[src/rtl/uart_tx_fifo_if.sv]
// Bus bundle for uart_tx_fifo.
// The master side (the producer) drives the baud divisor, the enable, the write
// handshake and the overrun clear. The slave side (the transmitter) returns ready,
// the serial line, busy, the FIFO fill level and the sticky overrun flag.
//   baud_div     : clocks per bit minus 1
//   tx_enable    : permits new frames to start
//   tx_valid     : write request
//   tx_data      : write byte
//   clr_over_run : clears tx_over_run
//   tx_ready     : FIFO can accept a byte
//   tx_out       : serial line, idle high
//   tx_busy      : frame in progress
//   fifo_count   : bytes held
//   tx_over_run  : sticky write-while-full flag
interface uart_tx_fifo_if;
  logic [15:0] baud_div;
  logic        tx_enable;
  logic        tx_valid;
  logic [7:0]  tx_data;
  logic        clr_over_run;
  logic        tx_ready;
  logic        tx_out;
  logic        tx_busy;
  logic [4:0]  fifo_count;
  logic        tx_over_run;

  modport master (
    output baud_div, tx_enable, tx_valid, tx_data, clr_over_run,
    input  tx_ready, tx_out, tx_busy, fifo_count, tx_over_run
  );

  modport slave (
    input  baud_div, tx_enable, tx_valid, tx_data, clr_over_run,
    output tx_ready, tx_out, tx_busy, fifo_count, tx_over_run
  );
endinterface

[src/rtl/uart_tx_fifo.sv]
// UART transmitter with a byte FIFO in front of it.
// Bytes written through the bus are buffered, then sent as 8N1 frames (optionally
// with a parity bit) at baud_div+1 clocks per bit, LSB first.
// Ports:
//   txclk   : sole clock, rising edge
//   reset_n : asynchronous active-low reset; aborts any frame and empties the FIFO
//   bus     : uart_tx_fifo_if slave modport (see the interface for signal roles)
module uart_tx_fifo #(
  parameter int unsigned FIFO_DEPTH = 8,  // power of two, 2..16
  parameter bit          PARITY_EN  = 1'b0,
  parameter bit          PARITY_ODD = 1'b0
) (
  input logic           txclk,
  input logic           reset_n,
  uart_tx_fifo_if.slave bus
);

  localparam int unsigned AW       = (FIFO_DEPTH > 1) ? $clog2(FIFO_DEPTH) : 1;
  localparam logic [4:0]  DepthCnt = 5'(FIFO_DEPTH);

  typedef enum logic [2:0] {StIdle, StStart, StData, StParity, StStop} state_e;

  logic [7:0]    mem_q [FIFO_DEPTH];
  logic [AW-1:0] wr_ptr_q, wr_ptr_d;
  logic [AW-1:0] rd_ptr_q, rd_ptr_d;
  logic [4:0]    count_q, count_d;
  logic          over_run_q, over_run_d;
  state_e        state_q, state_d;
  logic [15:0]   baud_q, baud_d;
  logic [15:0]   cnt_q, cnt_d;
  logic [2:0]    bit_idx_q, bit_idx_d;
  logic [7:0]    shift_q, shift_d;
  logic          parity_q, parity_d;
  logic          tx_q, tx_d;

  logic push, pop, can_start, bit_done, start_frame;

  // Ready comes from the registered count only, so it never depends on this cycle's pop.
  assign bus.tx_ready    = (count_q != DepthCnt);
  assign bus.tx_out      = tx_q;
  assign bus.tx_busy     = (state_q != StIdle);
  assign bus.fifo_count  = count_q;
  assign bus.tx_over_run = over_run_q;

  assign push      = bus.tx_valid && bus.tx_ready;
  assign can_start = bus.tx_enable && (count_q != 5'd0);
  assign bit_done  = (cnt_q == 16'd0);

  // FIFO bookkeeping
  always_comb begin
    wr_ptr_d   = wr_ptr_q;
    rd_ptr_d   = rd_ptr_q;
    count_d    = count_q;
    over_run_d = over_run_q;
    if (push) wr_ptr_d = wr_ptr_q + AW'(1);
    if (pop)  rd_ptr_d = rd_ptr_q + AW'(1);
    case ({push, pop})
      2'b10:   count_d = count_q + 5'd1;
      2'b01:   count_d = count_q - 5'd1;
      default: count_d = count_q;
    endcase
    // Set has priority over clear.
    if (bus.tx_valid && !bus.tx_ready) over_run_d = 1'b1;
    else if (bus.clr_over_run)         over_run_d = 1'b0;
  end

  // Transmit FSM
  always_comb begin
    state_d     = state_q;
    baud_d      = baud_q;
    cnt_d       = cnt_q;
    bit_idx_d   = bit_idx_q;
    shift_d     = shift_q;
    parity_d    = parity_q;
    tx_d        = tx_q;
    pop         = 1'b0;
    start_frame = 1'b0;

    case (state_q)
      StIdle: begin
        tx_d = 1'b1;
        if (can_start) start_frame = 1'b1;
      end
      StStart: begin
        if (bit_done) begin
          cnt_d     = baud_q;
          tx_d      = shift_q[0];
          shift_d   = shift_q >> 1;
          bit_idx_d = 3'd0;
          state_d   = StData;
        end else begin
          cnt_d = cnt_q - 16'd1;
        end
      end
      StData: begin
        if (bit_done) begin
          cnt_d = baud_q;
          if (bit_idx_q == 3'd7) begin
            if (PARITY_EN) begin
              tx_d    = parity_q;
              state_d = StParity;
            end else begin
              tx_d    = 1'b1;
              state_d = StStop;
            end
          end else begin
            tx_d      = shift_q[0];
            shift_d   = shift_q >> 1;
            bit_idx_d = bit_idx_q + 3'd1;
          end
        end else begin
          cnt_d = cnt_q - 16'd1;
        end
      end
      StParity: begin
        if (bit_done) begin
          cnt_d   = baud_q;
          tx_d    = 1'b1;
          state_d = StStop;
        end else begin
          cnt_d = cnt_q - 16'd1;
        end
      end
      StStop: begin
        if (bit_done) begin
          // Chain straight into the next start bit when more data is queued.
          if (can_start) begin
            start_frame = 1'b1;
          end else begin
            tx_d    = 1'b1;
            state_d = StIdle;
          end
        end else begin
          cnt_d = cnt_q - 16'd1;
        end
      end
      default: begin
        tx_d    = 1'b1;
        state_d = StIdle;
      end
    endcase

    if (start_frame) begin
      pop       = 1'b1;
      shift_d   = mem_q[rd_ptr_q];
      parity_d  = (^mem_q[rd_ptr_q]) ^ PARITY_ODD;
      baud_d    = bus.baud_div;
      cnt_d     = bus.baud_div;
      bit_idx_d = 3'd0;
      tx_d      = 1'b0;
      state_d   = StStart;
    end
  end

  // Storage array needs no reset; validity is tracked by the pointers and count.
  always_ff @(posedge txclk) begin
    if (push) mem_q[wr_ptr_q] <= bus.tx_data;
  end

  always_ff @(posedge txclk or negedge reset_n) begin
    if (!reset_n) begin
      wr_ptr_q   <= '0;
      rd_ptr_q   <= '0;
      count_q    <= 5'd0;
      over_run_q <= 1'b0;
      state_q    <= StIdle;
      baud_q     <= 16'd0;
      cnt_q      <= 16'd0;
      bit_idx_q  <= 3'd0;
      shift_q    <= 8'd0;
      parity_q   <= 1'b0;
      tx_q       <= 1'b1;
    end else begin
      wr_ptr_q   <= wr_ptr_d;
      rd_ptr_q   <= rd_ptr_d;
      count_q    <= count_d;
      over_run_q <= over_run_d;
      state_q    <= state_d;
      baud_q     <= baud_d;
      cnt_q      <= cnt_d;
      bit_idx_q  <= bit_idx_d;
      shift_q    <= shift_d;
      parity_q   <= parity_d;
      tx_q       <= tx_d;
    end
  end

endmodule

[src/flat_wrapper.sv]
// flat-port wrapper written by rule: the top's interface ports become plain ports
module uart_tx_fifo_flat 
#(
  parameter int unsigned FIFO_DEPTH = 8,                        
  parameter bit          PARITY_EN  = 1'b0,
  parameter bit          PARITY_ODD = 1'b0
)
  (txclk, reset_n, bus_baud_div, bus_tx_enable, bus_tx_valid, bus_tx_data, bus_clr_over_run, bus_tx_ready, bus_tx_out, bus_tx_busy, bus_fifo_count, bus_tx_over_run);
  uart_tx_fifo_if bus_i ();
  input logic txclk;
  input logic reset_n;
  input wire logic [$bits(bus_i.baud_div)-1:0] bus_baud_div;
  input wire logic [$bits(bus_i.tx_enable)-1:0] bus_tx_enable;
  input wire logic [$bits(bus_i.tx_valid)-1:0] bus_tx_valid;
  input wire logic [$bits(bus_i.tx_data)-1:0] bus_tx_data;
  input wire logic [$bits(bus_i.clr_over_run)-1:0] bus_clr_over_run;
  output wire logic [$bits(bus_i.tx_ready)-1:0] bus_tx_ready;
  output wire logic [$bits(bus_i.tx_out)-1:0] bus_tx_out;
  output wire logic [$bits(bus_i.tx_busy)-1:0] bus_tx_busy;
  output wire logic [$bits(bus_i.fifo_count)-1:0] bus_fifo_count;
  output wire logic [$bits(bus_i.tx_over_run)-1:0] bus_tx_over_run;
  assign bus_i.baud_div = bus_baud_div;
  assign bus_i.tx_enable = bus_tx_enable;
  assign bus_i.tx_valid = bus_tx_valid;
  assign bus_i.tx_data = bus_tx_data;
  assign bus_i.clr_over_run = bus_clr_over_run;
  assign bus_tx_ready = bus_i.tx_ready;
  assign bus_tx_out = bus_i.tx_out;
  assign bus_tx_busy = bus_i.tx_busy;
  assign bus_fifo_count = bus_i.fifo_count;
  assign bus_tx_over_run = bus_i.tx_over_run;
  uart_tx_fifo #(.FIFO_DEPTH(FIFO_DEPTH), .PARITY_EN(PARITY_EN), .PARITY_ODD(PARITY_ODD)) u_core (.txclk(txclk), .reset_n(reset_n), .bus(bus_i));
endmodule
[config.mk]
export PLATFORM = sky130hd
export DESIGN_NAME = uart_tx_fifo_flat
export DESIGN_NICKNAME = d
export VERILOG_FILES = /design/src/rtl/uart_tx_fifo_if.sv /design/src/rtl/uart_tx_fifo.sv /design/src/flat_wrapper.sv
export SDC_FILE = /design/constraint.sdc
export NUM_CORES = 1
export LEC_CHECK = 0
export CELL_PAD_IN_SITES_DETAIL_PLACEMENT = 1
export CELL_PAD_IN_SITES_GLOBAL_PLACEMENT = 1
export CORE_MARGIN = 4
export CORE_UTILIZATION = 30
export DETAILED_ROUTE_END_ITERATION = 10
export GPL_TIMING_DRIVEN = 0
export HOLD_SLACK_MARGIN = 0.05
export PLACE_DENSITY_LB_ADDON = 0.1
export SETUP_SLACK_MARGIN = 0.4
export SKIP_CTS_REPAIR_TIMING = 1
export SLEW_MARGIN = 20
export SYNTH_ARGS = -nofsm -noshare
export SYNTH_HDL_FRONTEND = slang
export SYNTH_SLANG_ARGS = --single-unit
[constraint.sdc]
create_clock -name txclk -period 3.65 [get_ports txclk]
set_input_delay 0.73 -clock txclk [delete_from_list [all_inputs] [get_ports txclk]]
set_output_delay 0.73 -clock txclk [all_outputs]
set_load 0.1 [all_outputs]
==> results.toml, run 1 <==
[run_status]
status = "completed"

[cts]
cts_tree = "built"
cts_inserted_buffers = 17
clk_pin_slew_ns = 0.06
clk_latency_ns = 0.42
cts_buffer_depth = 2
cts.htree.levels = 4
cts.sinks = 123
clock-root-buffer = "clkbuf_16"

[pwr]
ir_drop_uv = 313
pwr-share-clk = 0.412
combPwrFrac = 0.174
p_leak_nw = 2.75
finalPower_mw = 4.12
powerDensity_nw_per_um2 = 580
power.internal_mw = 2.86
p_sw_mw = 1.27
seqPwrFrac = 0.413
sw_frac_of_total = 0.307

[worst_setup_path]
worstSetupStartpointType = "register"
rrSetupSlack_ns = 0.21
max_stage_delay_ns = 0.52
cp_max_fo = 4
cpMaxStageDelayCell = "or4_4"
crit_path_end_kind = "register"
required_ns = 3.95
r2r-start = "u_core.bus.fifo_count[1]"
crit_family = "compound AO/OA/AOI/OAI gates"
reg2regPathDepth = 16
critPathKind = "reg2reg"
worst_ep_arrival_time_ns = 3.74
critPathBufInv = 4
reg2reg_to = "u_core.bus.fifo_count[4]"
cp_cell_sequence = "buf_8, or4_4, o211ai_1, a21o_1, clkinv_4, buf_12, ha_4, buf_8, xor2_2, ha_2, o21a_1, o22a_1, a21oi_2, xor2_1, nor2_1, xor2_1"

[die]
start_util = 0.307
ioPinCount = 38
std_cell_rows = 49
die_h_um = 144
die_x_um = 144
coreArea_um2 = 18100
die_area_um2 = 20700

[sta]
slew_headroom = 0.321
worst_slew_pin_slew_ns = 1.01
hold_violations = 0
clock_skew_ns = 0.00738
rsz0062_at_grt = "true"
slew_viol_final = 0
max_freq_mhz = 291
min_period_ns = 3.44
setup_violations = 0
setup_tns_ns = 0
fin_crit_sh = 0.943

[yosys]
synth_edf_count = 64
synthTopCellsByArea = "edfxtp_1 (35%), dfrtp_1 (26%), mux4_2 (6.5%)"
synthCells = 451
ys_warn_count = 0
synth_top_area_frac = 0.346
yosysUniqueCellTypes = 60
yosysSeqAreaShare = 0.613
syn_area_um2 = 5550
ys_async_sr_fraction = 0.480
synth-seq-cells = 123
syn_area_per_cell_um2 = 12.3
yosys_most_used_dff = "edfxtp_1"
syn_nets = 489
synth_top_area_cell = "edfxtp_1"

[drt]
drt_first_pass_iters = 6
wire_per_inst_um = 19.1
drc = 0
wl_mm = 14.7
drt_iter0_markers = 181
vias = 3846
avgViaCountPerCell = 5.00
drtAntennaViolNets = 0

[hold_path]
hp-class = "in2async"

[placed_design]
dpl.hpwl_mm = 9.88
gp_congestion = 0.761
placement.io_buffers = 37

[grt]
grt_max_degree = 34
grt_usage = 0.149
grt-ovfl-total = 0
grt_pass1_wl_mm = 23.2
grt_pass1_vias = 4176
antenna_found_initial = 0

[run]
cap_violations = 0

[final_layout]
area.growth.synth_to_final_pct = 28.0
layout.nets = 565
num_antenna_cells = 0
nFillCells = 1893
drive_gt1_frac = 0.209
==> registers in the layout, summed over array words and instances, names as in the netlist <==
name and count:
u_core.bus.tx_over_run 1, u_core.mem_q 64, u_core.bus.tx_out 1, u_core.cnt_q 16
u_core.state_q 3, u_core.shift_q 8, u_core.baud_q 16, u_core.bit_idx_q 3
u_core.wr_ptr_q 3, u_core.rd_ptr_q 3, u_core.bus.fifo_count 5
==> layout by cell type (no fill, tap or decap), types with 4 or more instances in the layout <==
| cell type | instances |
|---|---|
| nor3_1 | 8 |
| inv_1 | 4 |
| o21ai_1 | 5 |
| xnor2_1 | 4 |
| o21ai_0 | 14 |
| a211oi_1 | 6 |
| clkbuf_1 | 10 |
| clkinv_4 | 4 |
| a21o_1 | 6 |
| clkbuf_16 | 17 |
| a21oi_1 | 13 |
| nand3_1 | 17 |
| nor2b_1 | 5 |
| nor2_1 | 28 |
| clkdlybuf4s50_1 | 34 |
| buf_4 | 20 |
| xor2_1 | 5 |
| buf_2 | 8 |
| edfxtp_1 | 64 |
| nand2_1 | 81 |
| o211ai_1 | 6 |
| inv_8 | 7 |
| mux4_2 | 16 |
| a2bb2oi_1 | 4 |
| and2_1 | 4 |
| ha_1 | 6 |
| a31oi_1 | 7 |
| dfrtp_1 | 54 |
| or3_1 | 6 |
==> metal layers <==
| metal | part of all wire | GRT usage | wire length, um | vias to the layer above |
|---|---|---|---|---|
| li1 | - | - | - | 1817 |
| met1 | 0.44 | 0.181 | 6430 | 1955 |
| met2 | 0.51 | 0.256 | 7550 | 55 |
| met3 | 0.033 | 0.0427 | 483 | 19 |
| met4 | 0.016 | 0.0456 | 238 | 0 |
| met5 | 0 | 0 | 0 | - |
==> cells by family after synthesis <==
| kind of cell | share of synthesized area |
|---|---|
| and+or+nand+nor | 0.150 |
| DFF | 0.613 |
| AOI/OAI and AO/OA | 0.102 |
| buffers and inverters | 0.0230 |
| muxes | 0.0765 |
| xor gates and xnor gates | 0.0158 |
| adders and majority gates | 0.0203 |
==> area by class of cell <==
class                   count  area [um2]  share of cell area
flip-flops and latches    123        3410               0.480
multi-input cells         299        2100               0.295
repair buffers             57         536              0.0754
inverters                   6        27.5             0.00388
well taps                 229         287              0.0403
plain buffers              23         154              0.0217
clock inverters            15         169              0.0238
clock buffers              17         425              0.0599
==> worst max path at each step <==
stage | endpoint | from | depth (start not counted)
after global placement | u_core.bus.fifo_count[1] | reset_n | 1
after detailed placement | u_core.bus.fifo_count[4] | u_core.cnt_q[0] | 17
after floorplan | u_core.bus.fifo_count[4] | u_core.bus.fifo_count[2] | 16
after global routing | u_core.bus.fifo_count[4] | u_core.bus.fifo_count[1] | 16
after CTS | u_core.bus.fifo_count[4] | u_core.cnt_q[0] | 17
final | u_core.bus.fifo_count[4] | u_core.bus.fifo_count[1] | 16
==> Yosys cell counts (all sizes together), types with 4 or more instances <==
| master | number |
|---|---|
| a211oi | 6 |
| a21oi | 14 |
| nor2b | 5 |
| ha | 9 |
| o21ai | 21 |
| a21o | 6 |
| dfrtp | 58 |
| inv | 6 |
| xnor2 | 4 |
| nand2 | 83 |
| o211ai | 6 |
| mux4 | 16 |
| a2bb2oi | 4 |
| or3 | 6 |
| edfxtp | 64 |
| clkbuf | 13 |
| nor3 | 11 |
| nand3 | 17 |
| and2 | 4 |
| buf | 10 |
| nor2 | 28 |
| a31oi | 7 |
| xor2 | 6 |
| nor4 | 5 |
==> through the flow <==
| step | std cells | setup WS [ns] | instance area, um2 | hold WS (ns) | utilization |
|---|---|---|---|---|---|
| detailed placement | 720 | -0.214 | 6320 | 0.467 | 0.350 |
| CTS | 752 | -0.218 | 6920 | 0.230 | 0.382 |
| finish | 769 | 0.208 | 7100 | 0.231 | 0.393 |
| floorplan | 451 | 0.223 | 5620 | 0.434 | - |
| global placement | 717 | -0.782 | 6280 | 0.457 | 0.347 |
| global route | 769 | 0.0517 | 7100 | 0.248 | 0.393 |
==> power groups by stage <==
stage               sequential, mW  clock (mW)  combinational, mW
CTS                           1.70        1.74              0.683
finish                        1.70        1.70              0.718
global placement              1.72           0              0.655
detailed placement            1.73           0              0.683
floorplan                     1.91           0              0.262
global route                  1.72        1.81              0.771
No activity file was read; power rests on OpenSTA's default activity.
==> inputs of run 2 (changes only) <==
--- a/config.mk
+++ b/config.mk
@@ -9,7 +9,9 @@
 export CELL_PAD_IN_SITES_GLOBAL_PLACEMENT = 1
 export CORE_MARGIN = 4
 export CORE_UTILIZATION = 30
+export CTS_CLUSTER_DIAMETER = 120
 export DETAILED_ROUTE_END_ITERATION = 10
+export GPL_ROUTABILITY_DRIVEN = 0
 export GPL_TIMING_DRIVEN = 0
 export HOLD_SLACK_MARGIN = 0.05
 export PLACE_DENSITY_LB_ADDON = 0.1
==> results of run 2 <==
Same layout as run 1: the final DEF is identical, and so are final timing and power.
==> inputs of run 3 (changes only) <==
--- a/config.mk
+++ b/config.mk
@@ -5,6 +5,7 @@
 export SDC_FILE = /design/constraint.sdc
 export NUM_CORES = 1
 export LEC_CHECK = 0
+export CAP_MARGIN = 20
 export CELL_PAD_IN_SITES_DETAIL_PLACEMENT = 1
 export CELL_PAD_IN_SITES_GLOBAL_PLACEMENT = 1
 export CORE_MARGIN = 4
==> results of run 3 <==
Same layout as run 1: the final DEF is identical, and so are final timing and power.
